`src/rtl/game_flow_pkg.sv`:
```
// Shared types for the game sequencer: FSM state encoding, BCD digit type, score ceiling.
package game_flow_pkg;

  typedef enum logic [2:0] {
    IDLE  = 3'd0,
    SERVE = 3'd1,
    PLAY  = 3'd2,
    HIT   = 3'd3,
    OVER  = 3'd4,
    PAUSE = 3'd5
  } state_t;

  typedef logic [3:0] bcd_digit_t;

  localparam logic [15:0] SCORE_MAX = 16'h9999;

endpackage

```
`src/rtl/game_flow_ctrl_bcd_score4.sv`:
```
// 4-digit BCD score counter: synchronous clear, +1 with per-digit carry, saturates at 9999.
module bcd_score4
  import game_flow_pkg::*;
(
  input  logic        clk,
  input  logic        resetN,
  input  logic        clr,
  input  logic        inc,
  output logic [15:0] score
);

  bcd_digit_t [3:0] dig, dig_n;

  always_comb begin
    logic carry;
    dig_n = dig;
    carry = inc && (dig != SCORE_MAX);
    for (int i = 0; i < 4; i++) begin
      if (carry) begin
        if (dig[i] == 4'd9) begin
          dig_n[i] = 4'd0;
        end else begin
          dig_n[i] = dig[i] + 4'd1;
          carry    = 1'b0;
        end
      end
    end
    if (clr) dig_n = '0;
  end

  always_ff @(posedge clk or negedge resetN)
    if (!resetN) dig <= '0;
    else         dig <= dig_n;

  assign score = dig;

endmodule

```
`src/rtl/game_flow_ctrl.sv`:
```
// Frame-synchronous game sequencer: serve/play/hit/over flow, lives and BCD score.
// Define GAME_PAUSE_EN to add a Select-driven PAUSE state.
module game_flow_ctrl
  import game_flow_pkg::*;
#(
  parameter int FRAME_LINE   = 480,
  parameter int LIVES        = 3,
  parameter int SERVE_FRAMES = 60,
  parameter int HIT_FRAMES   = 90,
  parameter int SCORE_FRAMES = 30
)(
  input  logic        clk,
  input  logic        resetN,
  input  logic [31:0] pxl_x,
  input  logic [31:0] pxl_y,
  input  logic        Start,
  input  logic        Select,
  input  logic        collision,
  output logic        obj_resetN,
  output logic        move_en,
  output logic [2:0]  state,
  output logic [1:0]  lives,
  output logic [15:0] score_bcd
);

  localparam int FMAX = (SERVE_FRAMES > HIT_FRAMES) ? SERVE_FRAMES : HIT_FRAMES;
  localparam int FW   = $clog2(FMAX + 1);
  localparam int SW   = $clog2(SCORE_FRAMES + 1);

  state_t          st, st_n;
  logic [FW-1:0]   fcnt, fcnt_n;
  logic [SW-1:0]   scnt, scnt_n;
  logic [1:0]      lives_n;
  logic            tick_cond, tick_cond_d, frame_tick;
  logic            start_d, start_rise, start_pend;
  logic            hit_flag, hit, score_clr, score_inc;

  assign tick_cond = (pxl_x == 32'd0) && (pxl_y == 32'(FRAME_LINE));
  // A collision in the tick cycle itself still counts for that tick.
  assign hit       = hit_flag || (collision && st == PLAY);
  assign state     = st;

  always_ff @(posedge clk or negedge resetN)
    if (!resetN) begin
      tick_cond_d <= 1'b0;
      frame_tick  <= 1'b0;
      start_d     <= 1'b0;
      start_rise  <= 1'b0;
      start_pend  <= 1'b0;
      hit_flag    <= 1'b0;
    end else begin
      tick_cond_d <= tick_cond;
      frame_tick  <= tick_cond && !tick_cond_d;
      start_d     <= Start;
      start_rise  <= Start && !start_d;
      start_pend  <= start_rise || (start_pend && !frame_tick);
      hit_flag    <= !frame_tick && (hit_flag || (collision && st == PLAY));
    end

`ifdef GAME_PAUSE_EN
  logic select_d, select_rise, pause_pend;

  always_ff @(posedge clk or negedge resetN)
    if (!resetN) begin
      select_d    <= 1'b0;
      select_rise <= 1'b0;
      pause_pend  <= 1'b0;
    end else begin
      select_d    <= Select;
      select_rise <= Select && !select_d;
      pause_pend  <= select_rise || (pause_pend && !frame_tick);
    end
`else
  logic unused_select;
  assign unused_select = Select;
`endif

  always_comb begin
    st_n      = st;
    fcnt_n    = fcnt;
    scnt_n    = scnt;
    lives_n   = lives;
    score_clr = 1'b0;
    score_inc = 1'b0;
    if (frame_tick) begin
      case (st)
        IDLE, OVER:
          if (start_pend) begin
            st_n      = SERVE;
            fcnt_n    = '0;
            scnt_n    = '0;
            lives_n   = 2'(LIVES);
            score_clr = 1'b1;
          end
        SERVE:
          if (fcnt == FW'(SERVE_FRAMES - 1)) begin
            st_n   = PLAY;
            fcnt_n = '0;
          end else begin
            fcnt_n = fcnt + 1'b1;
          end
        PLAY:
          if (hit) begin
            st_n   = HIT;
            fcnt_n = '0;
            if (lives != 2'd0) lives_n = lives - 2'd1;
          end
`ifdef GAME_PAUSE_EN
          else if (pause_pend) st_n = PAUSE;
`endif
          else if (scnt == SW'(SCORE_FRAMES - 1)) begin
            scnt_n    = '0;
            score_inc = 1'b1;
          end else begin
            scnt_n = scnt + 1'b1;
          end
        HIT:
          if (fcnt == FW'(HIT_FRAMES - 1)) begin
            st_n   = (lives == 2'd0) ? OVER : SERVE;
            fcnt_n = '0;
          end else begin
            fcnt_n = fcnt + 1'b1;
          end
`ifdef GAME_PAUSE_EN
        PAUSE:
          if (pause_pend) st_n = PLAY;
`endif
        default: st_n = IDLE;
      endcase
    end
  end

  // Object controls follow the state register by one cycle.
  always_ff @(posedge clk or negedge resetN)
    if (!resetN) begin
      st         <= IDLE;
      fcnt       <= '0;
      scnt       <= '0;
      lives      <= 2'(LIVES);
      obj_resetN <= 1'b0;
      move_en    <= 1'b0;
    end else begin
      st         <= st_n;
      fcnt       <= fcnt_n;
      scnt       <= scnt_n;
      lives      <= lives_n;
      obj_resetN <= (st == PLAY) || (st == HIT) || (st == PAUSE);
      move_en    <= (st == PLAY);
    end

  bcd_score4 u_score (
    .clk    (clk),
    .resetN (resetN),
    .clr    (score_clr),
    .inc    (score_inc),
    .score  (score_bcd)
  );

endmodule

```
`config.mk`:
```
export PLATFORM = sky130hd
export DESIGN_NAME = game_flow_ctrl
export DESIGN_NICKNAME = d
export VERILOG_FILES = /design/src/rtl/game_flow_pkg.sv /design/src/rtl/game_flow_ctrl_bcd_score4.sv /design/src/rtl/game_flow_ctrl.sv
export SDC_FILE = /design/constraint.sdc
export NUM_CORES = 1
export LEC_CHECK = 0
export ABC_AREA = 1
export BUFFER_PORTS_ARGS = -buffer_cell sky130_fd_sc_hd__buf_4
export CORE_UTILIZATION = 30
export DETAILED_ROUTE_END_ITERATION = 6
export HOLD_SLACK_MARGIN = 0.03
export PLACE_DENSITY = 0.51
export SLEW_MARGIN = 20
export SYNTH_ARGS = -nofsm -noshare
export SYNTH_HDL_FRONTEND = slang
export SYNTH_SLANG_ARGS = --single-unit
```
`constraint.sdc`:
```
create_clock -name clk -period 4 [get_ports clk]
set_input_delay 0.8 -clock clk [delete_from_list [all_inputs] [get_ports clk]]
set_output_delay 0.8 -clock clk [all_outputs]
set_load 0.05 [all_outputs]
```
---- After elaboration in Yosys (flattened, before gate mapping) ----
Index checks and enable logic that the tools add are counted.
operators by class
  add/sub/neg operators ................... 7
  equal/unequal tests ..................... 20
  mux-type cells .......................... 41
  reduce and logical (&&, ||, !) cells .... 29
operators with widths
  cell                                                              number
  32-bit by 9-bit == test with 1-bit output, second input constant  1
  32-bit logical NOT                                                1
  4-bit 2-to-1 mux                                                  8
  7-bit 2-to-1 mux                                                  4
  7-bit one-hot mux with 4 select lines                             1
  4-bit by 1-bit adder with 4-bit output, second input constant     4
  4-bit == test, second input constant                              4
  16-bit 2-to-1 mux                                                 1
  16-bit inequality test, second input constant                     1
  3-bit 2-to-1 mux                                                  5
  5-bit 2-to-1 mux                                                  3
  1-bit 2-to-1 mux                                                  13
  3-bit one-hot mux with 4 select lines                             1
  2-bit nonzero test                                                6
  2-bit inequality test, second input constant                      5
  5-bit one-hot mux with 2 select lines                             1
  5-bit AND reduction                                               2
  4-bit AND reduction                                               2
  7-bit by 1-bit adder with 7-bit output, second input constant     1
  7-bit by 6-bit == test with 1-bit output, second input constant   1
  7-bit == test, second input constant                              1
  1-bit logical AND                                                 7
  3-bit by 2-bit == test with 1-bit output, second input constant   2
  3-bit == test, second input constant                              2
  13 further kinds                                                  20
word-level totals
  flip-flop bits (word level) ............. 41
  bits of input ports ..................... 69
  output and inout bits ................... 23
  word-level logic and storage cells ...... 113

---- Logic depth before layout (Yosys ltp) ----
Gate-level depths: netlist of run 1.
  depth after elaboration ................. 12
  gate-level depth with buffers ........... 11
  gate-level depth less buffers ........... 11

---- Modules after synthesis ----
A second synthesis of run 1 with hierarchy kept.
second synthesis, totals
  cells, all modules ...................... 378
  area, all modules ....................... 2,792.7 um^2
modules (own cells, without submodules)
  module          times used  cells an instance  area each (um^2)  sequential area each (um^2)
  game_flow_ctrl  1           239                1,681.6           628.1
  bcd_score4      1           139                1,111.1           400.4

---- Worst setup path before layout of run 1 ----
No wires, ideal clock.
  path type ............................... reg2reg
  start ................................... register st[1], in the netlist state[1]
  end ..................................... register u_score.dig, in the netlist u_score.score[12]
  setup time .............................. 0.120 ns
  arrival ................................. 1.646 ns
  required time ........................... 3.880 ns
  slack ................................... 2.234 ns
  stages on the path, launching flop included .. 10
  path buffers ............................ 0
  period minus slack after synthesis ...... 1.766 ns
  path through ............................ dfrtp_1 inv_1 nor2_4 nand4_2 inv_1 nand4_2 nand2_4 nand2_2 nand2_1 nand2_1
on the way
  cells in the longest elaborated chain, start to end .. 11
  elaborated cells on any way between the ends .. 17
  those cells by class .................... eq/ne (2); mux (9); reduce/logical (6)
RTL lines
  what                                      line                                        source
  start, declared                           game_flow_ctrl.sv:30                        state_t st, st_n;
  start signal, assigned                    game_flow_ctrl.sv:143                       st <= st_n;
  3-bit by 2-bit == test with 1-bit output  game_flow_ctrl.sv:40, game_flow_ctrl.sv:86
  1-bit logical AND                         game_flow_ctrl.sv:40                        assign hit = hit_flag || (collision && st == PLAY);
  1-bit logical OR                          game_flow_ctrl.sv:40
  1-bit 2-to-1 mux                          game_flow_ctrl.sv:103                       if (hit) begin
  1-bit 2-to-1 mux                          game_flow_ctrl.sv:86                        case (st)
  1-bit 2-to-1 mux                          game_flow_ctrl.sv:85                        if (frame_tick) begin
  1-bit logical AND                         game_flow_ctrl_bcd_score4.sv:17             carry = inc && (dig != SCORE_MAX);
  1-bit 2-to-1 mux (3 in series)            game_flow_ctrl_bcd_score4.sv:19             if (carry) begin
  2-bit nonzero test (no line)              --
  end signal, assigned                      game_flow_ctrl_bcd_score4.sv:33             else dig <= dig_n;
  end, declared                             game_flow_ctrl_bcd_score4.sv:12             bcd_digit_t [3:0] dig, dig_n;
Parallel ways exist; a longest one is shown, timed or not.
A chain may end at the register's enable or synchronous reset.

---- Final worst setup path of run 1 ----
  start ................................... register st[0], in the netlist state[0]
  end ..................................... register u_score.dig, in the netlist u_score.score[0]
on the way
  cells in the longest elaborated chain, start to end .. 8
  elaborated cells on any way between the ends .. 14
  those cells by class .................... eq/ne (2); mux (6); reduce/logical (6)
RTL lines
  what                                      line
  3-bit by 2-bit == test with 1-bit output  game_flow_ctrl.sv:40, game_flow_ctrl.sv:86
  1-bit logical AND                         game_flow_ctrl.sv:40
  1-bit logical OR                          game_flow_ctrl.sv:40
  1-bit 2-to-1 mux                          game_flow_ctrl.sv:103
  1-bit 2-to-1 mux                          game_flow_ctrl.sv:86
  1-bit 2-to-1 mux                          game_flow_ctrl.sv:85
  1-bit logical AND                         game_flow_ctrl_bcd_score4.sv:17
  2-bit nonzero test (no line)              --
Parallel ways exist; a longest one is shown, timed or not.

==> results of run 1 <==
-- layout make-up --
type | count | area (sq um)
Clock buffer | 6 | 72.6
Clock inverter | 2 | 10.0
Fill cell | 889 | 4830
Inverter | 46 | 175
Multi-Input combinational cell | 277 | 1370
Sequential cell | 41 | 1030
Tap cell | 105 | 131
Timing Repair Buffer | 90 | 676
-- routing by layer --
| layer | global-route usage | vias up |
|---|---|---|
| li1 | - | 1361 |
| met1 | 0.184 | 1139 |
| met2 | 0.247 | 90 |
| met3 | 0.0311 | 6 |
| met4 | 0.0442 | 0 |
| met5 | 0 | - |
-- power groups by stage --
| stage | clock, mW | combinational (mW) | sequential (mW) |
|---|---|---|---|
| floorplan | 0 | 0.00971 | 0.424 |
| global placement | 0 | 0.0702 | 0.424 |
| detailed placement | 0 | 0.0713 | 0.424 |
| CTS | 0.283 | 0.0714 | 0.415 |
| global route | 0.301 | 0.0772 | 0.416 |
| finish | 0.269 | 0.0694 | 0.415 |
-- state kept, by name (all words and copies together), names as in the netlist --
| signal | cells |
|---|---|
| tick_cond_d | 1 |
| lives | 2 |
| hit_flag | 1 |
| fcnt | 7 |
| u_score.score | 16 |
| frame_tick | 1 |
| obj_resetN | 1 |
| move_en | 1 |
| scnt | 5 |
| state | 3 |
| start_pend | 1 |
| start_d | 1 |
| start_rise | 1 |
-- cell families (layout without fill, tap and decap cells) --
group | Yosys count | after routing | share of synthesized area
simple gates | 223 | 223 | 0.387
mux | 1 | 1 | 0.00385
compound gates | 44 | 44 | 0.0990
buf+inv | 49 | 144 | 0.0779
flops | 41 | 41 | 0.395
fa+ha+maj | 5 | 5 | 0.0240
xor+xnor | 4 | 4 | 0.0135
-- final timing paths --
check	from	endpoint	slack, ns	cells past startpoint
setup reg to reg	state[0]	u_score.score[0]	1.89	8
hold / removal	start_d	start_rise	0.40	1
hold reg to reg	start_d	start_rise	0.40	1
setup / recovery	state[0]	u_score.score[0]	1.89	8
min in group asynchronous	resetN	fcnt[4]	0.48	1
max in group asynchronous	resetN	lives[0]	3.13	1
-- cell usage in the layout (no fill, tap or decap) --
cell	instances
a21oi_1	10
a21oi_4	1
a31oi_1	1
buf_4	90
clkbuf_1	1
clkbuf_8	5
clkinv_2	2
dfrtp_1	39
dfstp_2	2
ha_1	5
inv_1	41
inv_2	4
inv_4	1
mux2i_1	1
nand2_1	89
nand2_2	4
nand2_4	2
nand3_1	30
nand3_2	1
nand3b_1	2
nand4_1	9
nand4_2	2
nor2_1	73
nor2_2	1
nor2_4	3
nor3_1	3
nor3_2	1
nor3_4	1
o211ai_2	1
o21a_1	1
o21ai_0	18
o21ai_1	6
o21ai_2	2
o21bai_1	2
o22ai_1	2
or2_2	2
xor2_1	4
==> results.sh, run 1 <==
export IMPL_rows=33
export IMPL_fp_dieH_microns=95.1
export IMPL_p_sw_frac=0.228
export IMPL_fin_nets=535
export IMPL_stdcell_area_sq_mm=0.00346
export IMPL_die_w_microns=95.1
export IMPL_dp_hpwl_mm=4.83
export IMPL_syn_inst=367
export IMPL_crit_buf_inv=3
export IMPL_antennaDiodeCount=0
export IMPL_wl_met3_microns=370
export IMPL_final_setup_skew_ns=0.0118
export IMPL_cp_cell_sequence="nor2_4, inv_2, nor3_4, inv_4, nand2_1, inv_1, nand2_1, nand2_1"
export IMPL_synth_fp_nets=441
export IMPL_tightest_slew_ns=0.558
export IMPL_dp_cells=559
export IMPL_cap_viol_max_count=0
export IMPL_dr_pass1_iters=4
export IMPL_grt_max_degree=42
export IMPL_p_clk_frac=0.357
export IMPL_ys_async_sr_fraction=1.00
export IMPL_synth_area_top_cells="dfrtp_1 38%, nand2_1 13%, nor2_1 11%"
export IMPL_cts_hold_buffers=0
export IMPL_grt_pass1_wl_mm=10.4
export IMPL_place_ws_ns=1.86
export IMPL_met2WireLength_mm=2.98
export IMPL_overflow=0
export IMPL_p_total_uw=754
export IMPL_cts_setup_buffers=0
export IMPL_core_sq_mm=0.00830
export IMPL_ir_drop_mv=0.112
export IMPL_yosysMostFrequentCell="nand2_1"
export IMPL_finalNonFillerCells=567
export IMPL_postRouteAntennaNets=0
export IMPL_clk_pin_slew_ns=0.09
export IMPL_final_core_util=0.417
export IMPL_synth_top_area_frac=0.375
export IMPL_grt_total_usage=0.146
export IMPL_htreeDepth=2
export IMPL_wl_met1_mm=2.83
export IMPL_critPathMostFrequentCell="nand2_1"
export IMPL_p_per_area_mw_per_mm2=218
export IMPL_hold_class="reg -> reg"
export IMPL_yosys_top_cells_count="89 x nand2_1, 73 x nor2_1, 41 x inv_1"
export IMPL_synth_area_per_cell_sq_um=7.09
export IMPL_path_class="reg -> reg"
export IMPL_seqPwrFrac=0.551
export IMPL_via_per_inst=4.58
export IMPL_drt_iter0_markers=84
export IMPL_synth_area_sq_mm=0.00260
export IMPL_synth_edff_count=0
export IMPL_gp_congestion=0.785
export IMPL_combPwrFrac=0.092
export IMPL_synth_seq_cells=41
export IMPL_critPathSlowestCell="dfrtp_1"
export IMPL_worstPathRequired_ns=4.19
export IMPL_worst_skew_pair_late_latency_ns=0.30
export IMPL_ys_seq_area_frac=0.395
export IMPL_maxSlewHeadroom=0.627
export IMPL_crit_path_start_kind="flop"
export IMPL_root_buffer="clkbuf_8"
export IMPL_port_buffers=90
export IMPL_synth_top_cell_by_area="dfrtp_1"
export IMPL_crit_arrival_ns=2.30
export IMPL_grt_antenna_before_repair=0
export IMPL_via_count=2596
export IMPL_worst_slack_ns=1.89
export IMPL_grt_setup_unrepaired="no"
export IMPL_dr_max_layer_used="met4"
export IMPL_ctsResizeCount=0
export IMPL_remaining_drc_errors=0
export IMPL_fin_crit_sh=0.528
export IMPL_grt_pass1_vias=2345
export IMPL_dpl_cell_area_sq_mm=0.00338
export IMPL_ys_flop_type="dfrtp_1"
export IMPL_p_leak_nw=1.77
export IMPL_wl_mm=6.25
export IMPL_crit_path_end_kind="flop"
export IMPL_cpPeakStageDelay_ns=0.53
export IMPL_hold_violations=0
export IMPL_final_layout_size_suffix_gt1_frac=0.271
export IMPL_p_switching_uw=172
export IMPL_min_period_ns=2.11
export IMPL_p_int_uw=582
export IMPL_setup_viol=0
export IMPL_cts_made_buffers=5
export IMPL_crit_family="simple AND/OR/NAND/NOR gates"
export IMPL_crit_fanout=13
export IMPL_synthToLayoutAreaGrowth_pct=33.1
export IMPL_fin_hold_ws_ns=0.404
export IMPL_fin_tns_setup_ns=0
export IMPL_wire_per_inst_microns=11.0
export IMPL_ys_types=35
export IMPL_ioPinCount=92
export IMPL_cts_tree="built"
export IMPL_status="finished clean"
export IMPL_fp_dieArea_sq_mm=0.00905
export IMPL_fmax_ghz=0.474
export IMPL_clockBufferDepth=2
export IMPL_synth_yosys_warnings=0
export IMPL_start_util=0.314
export IMPL_report_final_slew_viol_count=0
export IMPL_cts_sinks=41
Note: power is estimated with default switching activity, not from simulation.
==> run 2, diff against run 1 <==
Settings changed: PLACE_DENSITY 0.51 to 0.53.
Clock period 4 ns to 1.8 ns, I/O delays scaled along.
==> results.sh, run 2 (synthesis gave the netlist of run 1 again) <==
export IMPL_rows=33
export IMPL_grt_max_degree=42
export IMPL_cap_viol_max_count=0
export IMPL_clockBufferDepth=2
export IMPL_clk_pin_slew_ns=0.08
export IMPL_layout_commonest_cell="buf_4"
export IMPL_dp_hpwl_mm=4.94
export IMPL_worst_skew_pair_late_latency_ns=0.30
export IMPL_antennaDiodeCount=0
export IMPL_overflow=0
export IMPL_maxSlewHeadroom=0.642
export IMPL_crit_start="state[1]"
export IMPL_dp_cells=568
export IMPL_path_class="reg -> reg"
export IMPL_remaining_drc_errors=0
export IMPL_crit_path_end_kind="flop"
export IMPL_grt_total_usage=0.151
export IMPL_cts_sinks=41
export IMPL_dr_pass1_iters=4
export IMPL_hold_class="in -> async"
export IMPL_port_buffers=90
export IMPL_finalNonFillerCells=576
export IMPL_place_ws_ns=0.126
export IMPL_setup_viol=0
export IMPL_root_buffer="clkbuf_8"
export IMPL_die_w_microns=95.1
export IMPL_fmax_ghz=0.637
export IMPL_fp_dieArea_sq_mm=0.00905
export IMPL_grt_use_met2=0.265
export IMPL_r2r_end="u_score.score[1]"
export IMPL_grt_pass1_wl_mm=10.7
export IMPL_p_per_area_mw_per_mm2=524
export IMPL_gr_usage_met3=0.0343
export IMPL_core_sq_mm=0.00830
export IMPL_grt_setup_unrepaired="no"
export IMPL_fin_nets=544
export IMPL_cts_setup_buffers=0
export IMPL_crit_fanout=8
export IMPL_report_final_slew_viol_count=0
export IMPL_wire_per_inst_microns=11.1
export IMPL_multi_input_area_sq_mm=0.00138
export IMPL_hold_violations=0
export IMPL_final_layout_size_suffix_gt1_frac=0.293
export IMPL_worstPathRequired_ns=2.04
export IMPL_crit_arrival_ns=1.81
export IMPL_grt_pass1_vias=2447
export IMPL_min_period_ns=1.57
export IMPL_fin_crit_sh=0.872
export IMPL_fill_cells=867
export IMPL_timing_rr_start="state[1]"
export IMPL_grtUsageMet1=0.183
export IMPL_postRouteAntennaNets=0
export IMPL_via_count=2601
export IMPL_reg2reg_slack_ns=0.23
export IMPL_p_leak_nw=1.83
export IMPL_ioPinCount=92
export IMPL_seqCellArea_sq_mm=0.00103
export IMPL_grt_most_used_layer="met2"
export IMPL_largest_reg_flops=16
export IMPL_crit_path_end="u_score.score[1]"
export IMPL_synthToLayoutAreaGrowth_pct=37.5
export IMPL_final_core_util=0.431
export IMPL_reg2regPathDepth=9
export IMPL_final_setup_skew_ns=0.0138
export IMPL_cts_tree="built"
export IMPL_gp_congestion=0.811
export IMPL_status="finished clean"
export IMPL_wl_mm=6.37
export IMPL_drt_iter0_markers=54
export IMPL_ir_drop_mv=0.266
export IMPL_htreeDepth=2
export IMPL_tightest_slew_ns=0.537
export IMPL_start_util=0.314
export IMPL_cts_made_buffers=5
export IMPL_fin_tns_setup_ns=0
export IMPL_final_cell_mix="99 x buf_4, 88 x nand2_1, 72 x nor2_1"
export IMPL_grt_antenna_before_repair=0
export IMPL_cts_hold_buffers=0
export IMPL_worst_slack_ns=0.230
export IMPL_fp_dieH_microns=95.1
export IMPL_crit_path_start_kind="flop"
export IMPL_via_per_inst=4.52
==> run 2: power by group <==
group          total [mW]  switching (mW)  internal [mW]
clock network       0.797           0.346          0.451
logic               0.154          0.0523          0.102
registers           0.923        0.000431          0.923
==> run 2: area by class of cell <==
class	count	share of cell area
Sequential cell	41	0.287
Timing Repair Buffer	99	0.208
Tap cell	105	0.0367
Clock inverter	2	0.0105
Inverter	46	0.0489
Clock buffer	6	0.0231
Multi-Input combinational cell	277	0.386
==> run 2: per-layer routing <==
layer / wire length [microns] / part of all wire
met1: 2920 / 0.46
met2: 2990 / 0.47
met3: 388 / 0.061
met4: 73 / 0.011
met5: 0 / 0
==> run 2: critical path: stages, from the launching register on <==
cell and delay, ns:
dfrtp_1 0.48, inv_1 0.14, nor2_4 0.13, nand4_2 0.12, inv_1 0.11, nand3_1 0.10
nand2_2 0.16, buf_4 0.16, nand3_1 0.06, nand2_1 0.06
==> run 2: timing repair <==
item,in CTS,in global routing
hold endpoints to repair,0,0
gates resized for setup,0,3
endpoints found under the setup margin,0,8
==> run 2: worst min-delay path by stage <==
stage | to | cells after the start
floorplan | fcnt[0] | 0
global placement | fcnt[5] | 1
detailed placement | fcnt[5] | 1
CTS | fcnt[5] | 1
global route | fcnt[5] | 1
finish | fcnt[4] | 1
==> run 2: per-stage QoR <==
stage	cell area, sq um	power (mW)	hold slack, ns
3_5_place_dp	3450	1.10	0.390
5_1_grt	3580	1.96	0.0739
6_report	3580	1.87	0.0353
2_1_floorplan	2600	0.963	0.0644
4_1_cts	3570	1.90	0.0601
3_3_place_gp	3450	1.10	0.386
